File: src/rtl/mcpu_ctrl_pkg.sv
// Shared encodings for the MCPU controller: ALU opcodes, instruction fields,
// datapath select codes, FSM states and the decode record.
package mcpu_ctrl_pkg;

  // ALU opcodes
  localparam logic [4:0] ALU_NOP  = 5'd0;
  localparam logic [4:0] ALU_ADD  = 5'd1;
  localparam logic [4:0] ALU_ADDU = 5'd2;
  localparam logic [4:0] ALU_SUB  = 5'd3;
  localparam logic [4:0] ALU_SUBU = 5'd4;
  localparam logic [4:0] ALU_AND  = 5'd5;
  localparam logic [4:0] ALU_OR   = 5'd6;
  localparam logic [4:0] ALU_XOR  = 5'd7;
  localparam logic [4:0] ALU_NOR  = 5'd8;
  localparam logic [4:0] ALU_SLT  = 5'd9;
  localparam logic [4:0] ALU_SLTU = 5'd10;
  localparam logic [4:0] ALU_SLL  = 5'd11;
  localparam logic [4:0] ALU_SRL  = 5'd12;
  localparam logic [4:0] ALU_SRA  = 5'd13;
  localparam logic [4:0] ALU_LUI  = 5'd14;

  // Primary opcodes
  localparam logic [5:0] OP_RTYPE  = 6'h00;
  localparam logic [5:0] OP_REGIMM = 6'h01;
  localparam logic [5:0] OP_J      = 6'h02;
  localparam logic [5:0] OP_JAL    = 6'h03;
  localparam logic [5:0] OP_BEQ    = 6'h04;
  localparam logic [5:0] OP_BNE    = 6'h05;
  localparam logic [5:0] OP_ADDI   = 6'h08;
  localparam logic [5:0] OP_ADDIU  = 6'h09;
  localparam logic [5:0] OP_SLTI   = 6'h0a;
  localparam logic [5:0] OP_SLTIU  = 6'h0b;
  localparam logic [5:0] OP_ANDI   = 6'h0c;
  localparam logic [5:0] OP_ORI    = 6'h0d;
  localparam logic [5:0] OP_XORI   = 6'h0e;
  localparam logic [5:0] OP_LUI    = 6'h0f;
  localparam logic [5:0] OP_LW     = 6'h23;
  localparam logic [5:0] OP_SW     = 6'h2b;

  // R-type funct codes
  localparam logic [5:0] FN_SLL  = 6'h00;
  localparam logic [5:0] FN_SRL  = 6'h02;
  localparam logic [5:0] FN_SRA  = 6'h03;
  localparam logic [5:0] FN_JR   = 6'h08;
  localparam logic [5:0] FN_ADD  = 6'h20;
  localparam logic [5:0] FN_ADDU = 6'h21;
  localparam logic [5:0] FN_SUB  = 6'h22;
  localparam logic [5:0] FN_SUBU = 6'h23;
  localparam logic [5:0] FN_AND  = 6'h24;
  localparam logic [5:0] FN_OR   = 6'h25;
  localparam logic [5:0] FN_XOR  = 6'h26;
  localparam logic [5:0] FN_NOR  = 6'h27;
  localparam logic [5:0] FN_SLT  = 6'h2a;
  localparam logic [5:0] FN_SLTU = 6'h2b;

  // REGIMM rt selector for bgez
  localparam logic [4:0] RT_BGEZ = 5'd1;

  // Datapath select codes
  localparam logic [1:0] PC_SRC_PC4  = 2'd0;
  localparam logic [1:0] PC_SRC_BR   = 2'd1;
  localparam logic [1:0] PC_SRC_JUMP = 2'd2;
  localparam logic [1:0] PC_SRC_REG  = 2'd3;

  localparam logic [1:0] RD_SEL_RT = 2'd0;
  localparam logic [1:0] RD_SEL_RD = 2'd1;
  localparam logic [1:0] RD_SEL_RA = 2'd2;

  localparam logic [1:0] WD_SEL_ALU = 2'd0;
  localparam logic [1:0] WD_SEL_MEM = 2'd1;
  localparam logic [1:0] WD_SEL_PC4 = 2'd2;

  // One-hot controller states
  typedef enum logic [5:0] {
    StRst = 6'b000001,
    StIf  = 6'b000010,
    StId  = 6'b000100,
    StEx  = 6'b001000,
    StMem = 6'b010000,
    StWb  = 6'b100000
  } state_e;

  // Instruction class, picks the exit path out of EX
  typedef enum logic [3:0] {
    ClsAlu,
    ClsLoad,
    ClsStore,
    ClsBeq,
    ClsBne,
    ClsBgez,
    ClsJ,
    ClsJal,
    ClsJr
  } cls_e;

  typedef struct packed {
    logic [4:0] alu_op;
    logic       alusrc_b;
    logic       ext_op;
    logic [1:0] rd_sel;
    logic [1:0] wd_sel;
    cls_e       cls;
  } dec_t;

  localparam dec_t DecReset = '{
    alu_op:   ALU_NOP,
    alusrc_b: 1'b0,
    ext_op:   1'b0,
    rd_sel:   RD_SEL_RT,
    wd_sel:   WD_SEL_ALU,
    cls:      ClsAlu
  };

  // Only signed add/sub can raise an overflow trap
  function automatic logic is_ovf_op(logic [4:0] op);
    return (op == ALU_ADD) || (op == ALU_SUB);
  endfunction

endpackage

File: src/rtl/mcpu_ctrl_if.sv
// Controller <-> datapath bundle: IR and ALU flags in, strobes and selects out.
interface mcpu_ctrl_if;
  logic [31:0] instr;
  logic        zero;
  logic        gez;
  logic        overflow;

  logic        if_signal;
  logic        id_signal;
  logic        ex_signal;
  logic        mem_signal;
  logic        wb_signal;
  logic [4:0]  alu_op;
  logic        alusrc_b;
  logic        ext_op;
  logic        reg_write;
  logic [1:0]  rd_sel;
  logic [1:0]  wd_sel;
  logic        mem_read;
  logic        mem_write;
  logic        pc_write;
  logic [1:0]  pc_src;
  logic        ov_trap;
  logic        illegal;

  // Controller side
  modport master (
    input  instr, zero, gez, overflow,
    output if_signal, id_signal, ex_signal, mem_signal, wb_signal,
    output alu_op, alusrc_b, ext_op, reg_write, rd_sel, wd_sel,
    output mem_read, mem_write, pc_write, pc_src, ov_trap, illegal
  );

  // Datapath side
  modport slave (
    output instr, zero, gez, overflow,
    input  if_signal, id_signal, ex_signal, mem_signal, wb_signal,
    input  alu_op, alusrc_b, ext_op, reg_write, rd_sel, wd_sel,
    input  mem_read, mem_write, pc_write, pc_src, ov_trap, illegal
  );
endinterface

File: src/rtl/mcpu_decode.sv
// Combinational instruction decoder: instruction word -> ALU op, selects, class.
module mcpu_decode
  import mcpu_ctrl_pkg::*;
(
  input  logic [31:0] instr_i,
  output dec_t        dec_o,
  output logic        illegal_o
);

  logic [5:0] op;
  logic [5:0] funct;
  logic [4:0] rt;

  assign op    = instr_i[31:26];
  assign funct = instr_i[5:0];
  assign rt    = instr_i[20:16];

  // rs, immediate and shamt only matter to the datapath
  logic unused_fields;
  assign unused_fields = ^{instr_i[25:21], instr_i[15:6]};

  // Decode table; defaults describe a sign-extended, rt-targeted ALU op
  always_comb begin
    dec_o = '{
      alu_op:   ALU_NOP,
      alusrc_b: 1'b0,
      ext_op:   1'b1,
      rd_sel:   RD_SEL_RT,
      wd_sel:   WD_SEL_ALU,
      cls:      ClsAlu
    };
    illegal_o = 1'b0;

    case (op)
      OP_RTYPE: begin
        dec_o.rd_sel = RD_SEL_RD;
        case (funct)
          FN_SLL:  dec_o.alu_op = ALU_SLL;
          FN_SRL:  dec_o.alu_op = ALU_SRL;
          FN_SRA:  dec_o.alu_op = ALU_SRA;
          FN_JR:   dec_o.cls    = ClsJr;
          FN_ADD:  dec_o.alu_op = ALU_ADD;
          FN_ADDU: dec_o.alu_op = ALU_ADDU;
          FN_SUB:  dec_o.alu_op = ALU_SUB;
          FN_SUBU: dec_o.alu_op = ALU_SUBU;
          FN_AND:  dec_o.alu_op = ALU_AND;
          FN_OR:   dec_o.alu_op = ALU_OR;
          FN_XOR:  dec_o.alu_op = ALU_XOR;
          FN_NOR:  dec_o.alu_op = ALU_NOR;
          FN_SLT:  dec_o.alu_op = ALU_SLT;
          FN_SLTU: dec_o.alu_op = ALU_SLTU;
          default: illegal_o    = 1'b1;
        endcase
      end
      OP_REGIMM: begin
        // Gez is derived from operand A; subtract keeps the flags meaningful
        if (rt == RT_BGEZ) begin
          dec_o.cls    = ClsBgez;
          dec_o.alu_op = ALU_SUB;
        end else begin
          illegal_o = 1'b1;
        end
      end
      OP_J:   dec_o.cls = ClsJ;
      OP_JAL: begin
        dec_o.cls    = ClsJal;
        dec_o.rd_sel = RD_SEL_RA;
        dec_o.wd_sel = WD_SEL_PC4;
      end
      OP_BEQ: begin
        dec_o.cls    = ClsBeq;
        dec_o.alu_op = ALU_SUB;
      end
      OP_BNE: begin
        dec_o.cls    = ClsBne;
        dec_o.alu_op = ALU_SUB;
      end
      OP_ADDI: begin
        dec_o.alu_op   = ALU_ADD;
        dec_o.alusrc_b = 1'b1;
      end
      OP_ADDIU: begin
        dec_o.alu_op   = ALU_ADDU;
        dec_o.alusrc_b = 1'b1;
      end
      OP_SLTI: begin
        dec_o.alu_op   = ALU_SLT;
        dec_o.alusrc_b = 1'b1;
      end
      OP_SLTIU: begin
        dec_o.alu_op   = ALU_SLTU;
        dec_o.alusrc_b = 1'b1;
        dec_o.ext_op   = 1'b0;
      end
      OP_ANDI: begin
        dec_o.alu_op   = ALU_AND;
        dec_o.alusrc_b = 1'b1;
        dec_o.ext_op   = 1'b0;
      end
      OP_ORI: begin
        dec_o.alu_op   = ALU_OR;
        dec_o.alusrc_b = 1'b1;
        dec_o.ext_op   = 1'b0;
      end
      OP_XORI: begin
        dec_o.alu_op   = ALU_XOR;
        dec_o.alusrc_b = 1'b1;
        dec_o.ext_op   = 1'b0;
      end
      OP_LUI: begin
        dec_o.alu_op   = ALU_LUI;
        dec_o.alusrc_b = 1'b1;
      end
      OP_LW: begin
        dec_o.cls      = ClsLoad;
        dec_o.alu_op   = ALU_ADD;
        dec_o.alusrc_b = 1'b1;
        dec_o.wd_sel   = WD_SEL_MEM;
      end
      OP_SW: begin
        dec_o.cls      = ClsStore;
        dec_o.alu_op   = ALU_ADD;
        dec_o.alusrc_b = 1'b1;
      end
      default: illegal_o = 1'b1;
    endcase
  end

endmodule

File: src/rtl/mcpu_ctrl.sv
// Multi-cycle MCPU main controller: IF/ID/EX/MEM/WB sequencing, decode
// latching, branch resolution and overflow/illegal trapping.
module mcpu_ctrl
  import mcpu_ctrl_pkg::*;
(
  input logic         clk,
  input logic         rstn,
  mcpu_ctrl_if.master ctrl_io
);

  state_e state_q, state_d;
  dec_t   dec, dec_q;
  logic   dec_illegal;

  mcpu_decode u_decode (
    .instr_i   (ctrl_io.instr),
    .dec_o     (dec),
    .illegal_o (dec_illegal)
  );

  // State register; reset parks the FSM in StRst with every output low
  always_ff @(posedge clk or negedge rstn) begin
    if (!rstn) begin
      state_q <= StRst;
    end else begin
      state_q <= state_d;
    end
  end

  // Capture the decode on the ID->EX edge; fields hold until the next ID
  always_ff @(posedge clk or negedge rstn) begin
    if (!rstn) begin
      dec_q <= DecReset;
    end else if (state_q == StId) begin
      dec_q <= dec;
    end
  end

  // Operand selects follow the live decode in ID, so they are stable from ID through EX
  assign ctrl_io.alu_op   = (state_q == StId) ? dec.alu_op   : dec_q.alu_op;
  assign ctrl_io.alusrc_b = (state_q == StId) ? dec.alusrc_b : dec_q.alusrc_b;
  assign ctrl_io.ext_op   = (state_q == StId) ? dec.ext_op   : dec_q.ext_op;
  assign ctrl_io.rd_sel   = dec_q.rd_sel;
  assign ctrl_io.wd_sel   = dec_q.wd_sel;

  // Next-state and per-state strobes; branch decisions use the EX-cycle flags
  always_comb begin
    state_d            = state_q;
    ctrl_io.if_signal  = 1'b0;
    ctrl_io.id_signal  = 1'b0;
    ctrl_io.ex_signal  = 1'b0;
    ctrl_io.mem_signal = 1'b0;
    ctrl_io.wb_signal  = 1'b0;
    ctrl_io.reg_write  = 1'b0;
    ctrl_io.mem_read   = 1'b0;
    ctrl_io.mem_write  = 1'b0;
    ctrl_io.pc_write   = 1'b0;
    ctrl_io.pc_src     = PC_SRC_PC4;
    ctrl_io.ov_trap    = 1'b0;
    ctrl_io.illegal    = 1'b0;

    unique case (state_q)
      StRst: state_d = StIf;
      StIf: begin
        ctrl_io.if_signal = 1'b1;
        ctrl_io.pc_write  = 1'b1;
        state_d           = StId;
      end
      StId: begin
        ctrl_io.id_signal = 1'b1;
        if (dec_illegal) begin
          ctrl_io.illegal = 1'b1;
          state_d         = StIf;
        end else begin
          state_d = StEx;
        end
      end
      StEx: begin
        ctrl_io.ex_signal = 1'b1;
        state_d           = StIf;
        case (dec_q.cls)
          ClsAlu: begin
            if (is_ovf_op(dec_q.alu_op) && ctrl_io.overflow) begin
              ctrl_io.ov_trap = 1'b1;
            end else begin
              state_d = StWb;
            end
          end
          ClsLoad, ClsStore: state_d = StMem;
          ClsBeq, ClsBne, ClsBgez: begin
            if ((dec_q.cls == ClsBeq  &&  ctrl_io.zero) ||
                (dec_q.cls == ClsBne  && !ctrl_io.zero) ||
                (dec_q.cls == ClsBgez &&  ctrl_io.gez)) begin
              ctrl_io.pc_write = 1'b1;
              ctrl_io.pc_src   = PC_SRC_BR;
            end
          end
          ClsJ: begin
            ctrl_io.pc_write = 1'b1;
            ctrl_io.pc_src   = PC_SRC_JUMP;
          end
          ClsJal: begin
            ctrl_io.pc_write = 1'b1;
            ctrl_io.pc_src   = PC_SRC_JUMP;
            state_d          = StWb;
          end
          ClsJr: begin
            ctrl_io.pc_write = 1'b1;
            ctrl_io.pc_src   = PC_SRC_REG;
          end
          default: state_d = StIf;
        endcase
      end
      StMem: begin
        ctrl_io.mem_signal = 1'b1;
        if (dec_q.cls == ClsLoad) begin
          ctrl_io.mem_read = 1'b1;
          state_d          = StWb;
        end else begin
          ctrl_io.mem_write = 1'b1;
          state_d           = StIf;
        end
      end
      StWb: begin
        ctrl_io.wb_signal = 1'b1;
        ctrl_io.reg_write = 1'b1;
        state_d           = StIf;
      end
      default: state_d = StRst;
    endcase
  end

endmodule

File: src/flat_wrapper.sv
// flat-port wrapper written by rule: the top's interface ports become plain ports
module mcpu_ctrl_flat import mcpu_ctrl_pkg::*;
  (clk, rstn, ctrl_io_instr, ctrl_io_zero, ctrl_io_gez, ctrl_io_overflow, ctrl_io_if_signal, ctrl_io_id_signal, ctrl_io_ex_signal, ctrl_io_mem_signal, ctrl_io_wb_signal, ctrl_io_alu_op, ctrl_io_alusrc_b, ctrl_io_ext_op, ctrl_io_reg_write, ctrl_io_rd_sel, ctrl_io_wd_sel, ctrl_io_mem_read, ctrl_io_mem_write, ctrl_io_pc_write, ctrl_io_pc_src, ctrl_io_ov_trap, ctrl_io_illegal);
  mcpu_ctrl_if ctrl_io_i ();
  input logic clk;
  input logic rstn;
  input wire logic [$bits(ctrl_io_i.instr)-1:0] ctrl_io_instr;
  input wire logic [$bits(ctrl_io_i.zero)-1:0] ctrl_io_zero;
  input wire logic [$bits(ctrl_io_i.gez)-1:0] ctrl_io_gez;
  input wire logic [$bits(ctrl_io_i.overflow)-1:0] ctrl_io_overflow;
  output wire logic [$bits(ctrl_io_i.if_signal)-1:0] ctrl_io_if_signal;
  output wire logic [$bits(ctrl_io_i.id_signal)-1:0] ctrl_io_id_signal;
  output wire logic [$bits(ctrl_io_i.ex_signal)-1:0] ctrl_io_ex_signal;
  output wire logic [$bits(ctrl_io_i.mem_signal)-1:0] ctrl_io_mem_signal;
  output wire logic [$bits(ctrl_io_i.wb_signal)-1:0] ctrl_io_wb_signal;
  output wire logic [$bits(ctrl_io_i.alu_op)-1:0] ctrl_io_alu_op;
  output wire logic [$bits(ctrl_io_i.alusrc_b)-1:0] ctrl_io_alusrc_b;
  output wire logic [$bits(ctrl_io_i.ext_op)-1:0] ctrl_io_ext_op;
  output wire logic [$bits(ctrl_io_i.reg_write)-1:0] ctrl_io_reg_write;
  output wire logic [$bits(ctrl_io_i.rd_sel)-1:0] ctrl_io_rd_sel;
  output wire logic [$bits(ctrl_io_i.wd_sel)-1:0] ctrl_io_wd_sel;
  output wire logic [$bits(ctrl_io_i.mem_read)-1:0] ctrl_io_mem_read;
  output wire logic [$bits(ctrl_io_i.mem_write)-1:0] ctrl_io_mem_write;
  output wire logic [$bits(ctrl_io_i.pc_write)-1:0] ctrl_io_pc_write;
  output wire logic [$bits(ctrl_io_i.pc_src)-1:0] ctrl_io_pc_src;
  output wire logic [$bits(ctrl_io_i.ov_trap)-1:0] ctrl_io_ov_trap;
  output wire logic [$bits(ctrl_io_i.illegal)-1:0] ctrl_io_illegal;
  assign ctrl_io_i.instr = ctrl_io_instr;
  assign ctrl_io_i.zero = ctrl_io_zero;
  assign ctrl_io_i.gez = ctrl_io_gez;
  assign ctrl_io_i.overflow = ctrl_io_overflow;
  assign ctrl_io_if_signal = ctrl_io_i.if_signal;
  assign ctrl_io_id_signal = ctrl_io_i.id_signal;
  assign ctrl_io_ex_signal = ctrl_io_i.ex_signal;
  assign ctrl_io_mem_signal = ctrl_io_i.mem_signal;
  assign ctrl_io_wb_signal = ctrl_io_i.wb_signal;
  assign ctrl_io_alu_op = ctrl_io_i.alu_op;
  assign ctrl_io_alusrc_b = ctrl_io_i.alusrc_b;
  assign ctrl_io_ext_op = ctrl_io_i.ext_op;
  assign ctrl_io_reg_write = ctrl_io_i.reg_write;
  assign ctrl_io_rd_sel = ctrl_io_i.rd_sel;
  assign ctrl_io_wd_sel = ctrl_io_i.wd_sel;
  assign ctrl_io_mem_read = ctrl_io_i.mem_read;
  assign ctrl_io_mem_write = ctrl_io_i.mem_write;
  assign ctrl_io_pc_write = ctrl_io_i.pc_write;
  assign ctrl_io_pc_src = ctrl_io_i.pc_src;
  assign ctrl_io_ov_trap = ctrl_io_i.ov_trap;
  assign ctrl_io_illegal = ctrl_io_i.illegal;
  mcpu_ctrl u_core (.clk(clk), .rstn(rstn), .ctrl_io(ctrl_io_i));
endmodule
File: config.mk
export PLATFORM = sky130hd
export DESIGN_NAME = mcpu_ctrl_flat
export DESIGN_NICKNAME = d
export VERILOG_FILES = /design/src/rtl/mcpu_ctrl_pkg.sv /design/src/rtl/mcpu_ctrl_if.sv /design/src/rtl/mcpu_decode.sv /design/src/rtl/mcpu_ctrl.sv /design/src/flat_wrapper.sv
export SDC_FILE = /design/constraint.sdc
export NUM_CORES = 1
export LEC_CHECK = 0
export ABC_AREA = 1
export CAP_MARGIN = 20
export CORE_MARGIN = 1.5
export CORE_UTILIZATION = 44
export CTS_CLUSTER_DIAMETER = 150
export DETAILED_ROUTE_END_ITERATION = 10
export HOLD_SLACK_MARGIN = 0.12
export PLACE_DENSITY = 0.8
export SYNTH_ARGS = -nofsm -noshare
export SYNTH_HDL_FRONTEND = slang
export SYNTH_SLANG_ARGS = --single-unit
File: constraint.sdc
create_clock -name clk -period 1.6 [get_ports clk]
set_input_delay 0.32 -clock clk [delete_from_list [all_inputs] [get_ports clk]]
set_output_delay 0.32 -clock clk [all_outputs]
set_load 0.01 [all_outputs]
Yosys cells after proc, flatten, opt, wreduce, memory -nomap -nowiden
Cells that the tools add are included.
W data, S select, Z words.
{"block": "totals", "regBits": 21, "in_bits": 37, "out_inout_bits": 24, "wordCells": 115}
{"block": "classes", "n_eq_ne": 45, "n_mux": 41, "reduce_logical": 22}
{"operator": "$eq A6 B6 Y1 const B", "n": 13}
{"operator": "$eq A6 B4 Y1 const B", "n": 10}
{"operator": "$pmux W5 S11", "n": 1}
{"operator": "$pmux W4 S13", "n": 1}
{"operator": "$pmux W4 S8", "n": 1}
{"operator": "$eq A6 B2 Y1 const B", "n": 5}
{"operator": "$pmux W6 S5", "n": 1}
{"operator": "$reduce_or A14 Y1", "n": 2}
{"operator": "$mux W1", "n": 22}
{"operator": "$eq A6 B3 Y1 const B", "n": 3}
{"operator": "$pmux W6 S3", "n": 1}
{"operator": "$eq A4 B3 Y1 const B", "n": 4}
{"operator": "$eq A6 B1 Y1 const B", "n": 2}
{"operator": "$logic_not A6 Y1", "n": 2}
{"operator": "$mux W6", "n": 2}
{"operator": "$eq A5 B1 Y1 const B", "n": 2}
{"operator": "$reduce_or A10 Y1", "n": 1}
{"operator": "$reduce_or A3 Y1", "n": 3}
{"operator": "$eq A4 B2 Y1 const B", "n": 2}
{"operator": "$mux W4", "n": 2}
{"operator": "$pmux W2 S2", "n": 2}
{"operator": "$reduce_or A2 Y1", "n": 4}
{"operator": "$eq A6 B5 Y1 const B", "n": 1}
{"operator": "$pmux W2 S3", "n": 1}
{"operator": "other kinds (13)", "n": 20}

Longest topological paths before layout
{"block": "depth", "ltp_word": 7, "ltp_mapped": 12, "depth_no_buf": 12}

By module
Synthesis repeated with hierarchy kept, for this count alone.
{"block": "unflattened", "cells_unflattened": 287, "area_unflattened_um2": 1851.8}
{"mod": "mcpu_ctrl", "n_inst": 1, "cells_per_inst": 162, "area_per_inst_um2": 1198.6, "seq_area_each_um2": 526.8}
{"mod": "mcpu_decode", "n_inst": 1, "cells_per_inst": 125, "area_per_inst_um2": 653.1, "seq_area_each_um2": 0.0}

Worst setup path before layout
OpenSTA, ideal clock, no wires.
{"block": "synth_path", "path_kind": "register -> output", "from": "reg u_core.state_q[5]", "to": "out ctrl_io_ext_op", "arrival_time_ns": 1.204, "t_required_ns": 1.280, "setup_slack_ns": 0.076, "path_stages_with_launch": 7, "n_path_buf": 1, "path_cell_list": "dfrtp_1 > nor2_2 > nand4_1 > inv_2 > buf_6 > nand4_1 > nand2_1"}
{"block": "synth_between", "elab_chain_cells": 2}
{"element": "start: declaration", "line": "mcpu_ctrl.sv:11", "text": "state_e state_q, state_d;"}
{"element": "start signal: assignment", "line": "mcpu_ctrl.sv:24", "text": "state_q <= StRst;"}
{"element": "start signal: assignment", "line": "mcpu_ctrl.sv:26", "text": "state_q <= state_d;"}
{"element": "$eq A6 B3 Y1", "line": "mcpu_ctrl.sv:42", "text": "assign ctrl_io.ext_op = (state_q == StId) ? dec.ext_op : dec_q.ext_op;"}
{"element": "$mux W1", "line": "mcpu_ctrl.sv:42"}
{"element": "end: declaration", "line": "flat_wrapper.sv:18", "text": "output wire logic [$bits(ctrl_io_i.ext_op)-1:0] ctrl_io_ext_op;"}
Every way passes these cells.

Worst setup path in the final report
{"block": "layout_path", "from": "reg u_core.dec_q[3] (netlist name)", "to": "out ctrl_io_pc_src[0]"}
{"block": "layout_between", "elab_chain_cells": 7, "elab_cells_between_ends": 16, "cone_classes": "eq/ne (6); mux (3); reduce/logical (7)"}
{"element": "start: declaration", "line": "mcpu_ctrl.sv:12", "text": "dec_t dec, dec_q;"}
{"element": "start signal: assignment", "line": "mcpu_ctrl.sv:33", "text": "dec_q <= DecReset;"}
{"element": "$eq A4 B2 Y1 or $eq A4 B3 Y1 (tied branches)", "line": "mcpu_ctrl.sv:81, mcpu_ctrl.sv:91, mcpu_ctrl.sv:92"}
{"element": "$logic_and A1 B1 Y1 (on tied branches)", "line": "mcpu_ctrl.sv:91, mcpu_ctrl.sv:92"}
{"element": "$logic_or A1 B1 Y1", "line": "mcpu_ctrl.sv:91", "text": "if ((dec_q.cls == ClsBeq && ctrl_io.zero) ||"}
{"element": "$logic_or A1 B1 Y1", "line": "mcpu_ctrl.sv:92", "text": "(dec_q.cls == ClsBne && !ctrl_io.zero) ||"}
{"element": "$mux W1", "line": "mcpu_ctrl.sv:91"}
{"element": "$pmux W2 S3 *", "line": "mcpu_ctrl.sv:81", "text": "case (dec_q.cls)"}
{"element": "$mux W2 *", "line": "mcpu_ctrl.sv:62", "text": "unique case (state_q)"}
{"element": "end: declaration", "line": "flat_wrapper.sv:25", "text": "output wire logic [$bits(ctrl_io_i.pc_src)-1:0] ctrl_io_pc_src;"}
Mark *: on every way between the ends. The rest lies on a longest branch, timed or not.

==> impl_metrics.env <==
export IMPL_status="finished with violations"
export IMPL_violations="negative setup slack"
export IMPL_die_y_um=63.7
export IMPL_ys_seq_area_frac=0.309
export IMPL_dpl_cell_area_um2=2470
export IMPL_synth_seq_cells=20
export IMPL_clock_root_buffer="clkbuf_8"
export IMPL_p_leak_nw=1.75
export IMPL_port_buffers=44
export IMPL_post_dp_hpwl_um=3710
export IMPL_fillers=123
export IMPL_rows=21
export IMPL_htreeDepth=1
export IMPL_clkTransAtPathRegs_ns=0.08
export IMPL_antenna_found_initial=0
export IMPL_cp_start_kind="flip-flop"
export IMPL_dieArea_um2=4060
export IMPL_vias=2731
export IMPL_postLayoutCellArea_um2=3160
export IMPL_first_global_vias=2406
export IMPL_syn_avg_cell_area_um2=6.24
export IMPL_required_ns=1.28
export IMPL_irDropWorstVdd_mv=0.640
export IMPL_diodes=0
export IMPL_met1_usage=0.410
export IMPL_finalHoldViolCount=0
export IMPL_synthTopCellsByArea="dfrtp_1 29%, nand2_1 16%, nand3_1 11%"
export IMPL_yosysTopAreaCell="dfrtp_1"
export IMPL_grt_pass1_wl_um=11400
export IMPL_clock_sinks=20
export IMPL_synth_warnings=0
export IMPL_setup_viol=25
export IMPL_reg2reg_depth=9
export IMPL_finalCritPeriodShare=1.34
export IMPL_rsz0062_at_grt="yes"
export IMPL_hold_path_class="in -> async"
export IMPL_grt_max_degree=21
export IMPL_multiInputGateArea_um2=1270
export IMPL_cp_slowest_stage_delay_ns=0.46
export IMPL_grtUsageMet3=0.0446
export IMPL_power_density_nw_per_um2=1150
export IMPL_worstMarginPinSlew_ns=0.489
export IMPL_drt_wl_total_um=9590
export IMPL_grt_usage=0.358
export IMPL_grt_overflow=0
export IMPL_nets=427
export IMPL_drc=0
export IMPL_endpoint_kind="output port"
export IMPL_syn_num_nets=297
export IMPL_pre_cts_ws_ns=-0.961
export IMPL_dp_cells=397
export IMPL_cts_buffers=3
export IMPL_core_um2=3440
export IMPL_clk_latency_ns=0.27
export IMPL_timing_rr_end="u_core.state_q[1]$_DFF_PN0_"
export IMPL_crit_slowest_cell="dfrtp_1"
export IMPL_r2r_start="u_core.dec_q[3]$_DFFE_PN0P_"
export IMPL_syn_to_final_growth_pct=95.0
export IMPL_instances_no_fill=435
export IMPL_regArea_um2=502
export IMPL_crit_start="u_core.dec_q[3]$_DFFE_PN0P_"
export IMPL_cap_viol_max_count=0
export IMPL_arrival_ns=1.82
export IMPL_detail_route_antenna_nets=0
export IMPL_rrSetupSlack_ns=-0.23
export IMPL_path_max_fanout=3
export IMPL_viasPerCell=6.28
export IMPL_drive_gt1_frac=0.586
export IMPL_fin_skew_ns=0.00531
export IMPL_maxSlewViolCount=0
export IMPL_gp_routability_congestion=0.886
export IMPL_synth_cell_types=29
export IMPL_clk_path_buf_depth=2
export IMPL_layout_common_cells="73 x buf_4, 44 x nand2_1, 27 x buf_6, 25 x inv_1, 24 x nand3_1"
export IMPL_path_cells="inv_1 > nand2_2 > o21ai_0 > o21ai_0 > o21ai_1 > o21ai_2 > inv_1 > buf_2"
export IMPL_synthCells=260
export IMPL_crit_end="ctrl_io_pc_src[0]"
export IMPL_num_io_pins=61
export IMPL_synth_area_um2=1620
export IMPL_cts_tree="built"
export IMPL_maxSlewHeadroom=0.670
export IMPL_synth_top_cell_area_share=0.293
export IMPL_grt_busiest_layer="met2"
export IMPL_initial_utilization=0.471
export IMPL_fin_ws_ns=-0.541
export IMPL_drtPass1Iterations=7
export IMPL_met2_usage=0.637
export IMPL_final_min_clock_period_ns=2.14
export IMPL_drt_initial_drc_count=409
export IMPL_routedWlPerCell_um=22.1
export IMPL_worstSetupPathType="reg -> out"
export IMPL_die_w_um=63.7
export IMPL_final_common_cell="buf_4"
export IMPL_fmax_mhz=467
[final cells by class]
cell class	instances	area share
Inverter	43	0.0534
Tap cell	46	0.0182
Clock inverter	1	0.00950
Clock buffer	3	0.0131
Multi-Input combinational cell	187	0.402
Sequential cell	20	0.159
Timing Repair Buffer	135	0.345
[critical path, delay by kind of cell (launching register included)]
kind	cells	cell delay (ns)
DFF	1	0.46
AOI/OAI and AO/OA	4	0.62
buffers and inverters	3	0.37
and+or+nand+nor	1	0.11
[how the worst min path moves through the flow]
| stage | start | depth (start not counted) | to |
|---|---|---|---|
| floorplan | rstn | 0 | u_core.ctrl_io.rd_sel[0]$_DFFE_PN0P_ |
| global placement | u_core.ctrl_io.rd_sel[1]$_DFFE_PN0P_ | 2 | u_core.ctrl_io.rd_sel[1]$_DFFE_PN0P_ |
| detailed placement | u_core.dec_q[11]$_DFFE_PN0P_ | 2 | u_core.dec_q[11]$_DFFE_PN0P_ |
| CTS | rstn | 2 | u_core.ctrl_io.rd_sel[0]$_DFFE_PN0P_ |
| global route | rstn | 2 | u_core.state_q[3]$_DFF_PN0_ |
| finish | rstn | 2 | u_core.state_q[3]$_DFF_PN0_ |
[sequential cells by signal, summed over array words and instances (netlist names)]
register / flops
u_core.state_q: 6
u_core.dec_q: 10
u_core.ctrl_io.rd_sel: 2
u_core.ctrl_io.wd_sel: 2
[synth_stat cells (all sizes together)]
cell	number
a21oi	1
a2bb2oi	1
a31o	1
a31oi	2
buf	9
clkbuf	1
conb	1
dfrtp	19
dfstp	1
inv	43
nand2	72
nand3	38
nand4	9
nor2	36
nor3	4
nor3b	1
nor4	1
o211ai	1
o21ai	15
o21bai	2
o22ai	1
or2	1
[through the flow]
step                      utilization  power (mW)  hold WS, ns  TNS, ns
final                           0.919        3.64        0.407    -6.29
after global routing            0.919        3.77        0.417    -7.63
after CTS                       0.831        2.92        0.402    -3.63
after detailed placement        0.719        2.22        0.465   -12.02
after global placement          0.719        2.18        0.464   -11.38
after floorplan                     -        1.46       0.0244        0
[routing by layer]
metal,up-vias,part of all wire
met3,126,0.11
met2,310,0.45
met5,-,0
li1,1089,-
met4,0,0.11
met1,1206,0.33
[repair_timing]
action                                  4_1_cts  5_1_grt
pin swaps                                    33       34
hold buffers                                  0        0
setup buffers                                26       14
endpoints found under the setup margin       20       22
resized for setup                           184       88
gates cloned                                  2        0
[report_power, final]
part	switching, mW	internal, mW	total [mW]
Combinational	1.22	1.02	2.24
Sequential	0.181	0.695	0.876
Clock	0.193	0.335	0.528
Total	1.59	2.05	3.64
[kinds of logic after synthesis]
group,Yosys count,share of synthesized area
and+or+nand+nor,162,0.456
AOI/OAI and AO/OA,24,0.0880
buffers and inverters,53,0.144
other,1,0.00231
DFF,20,0.309
(Power assumes the default switching activity.)
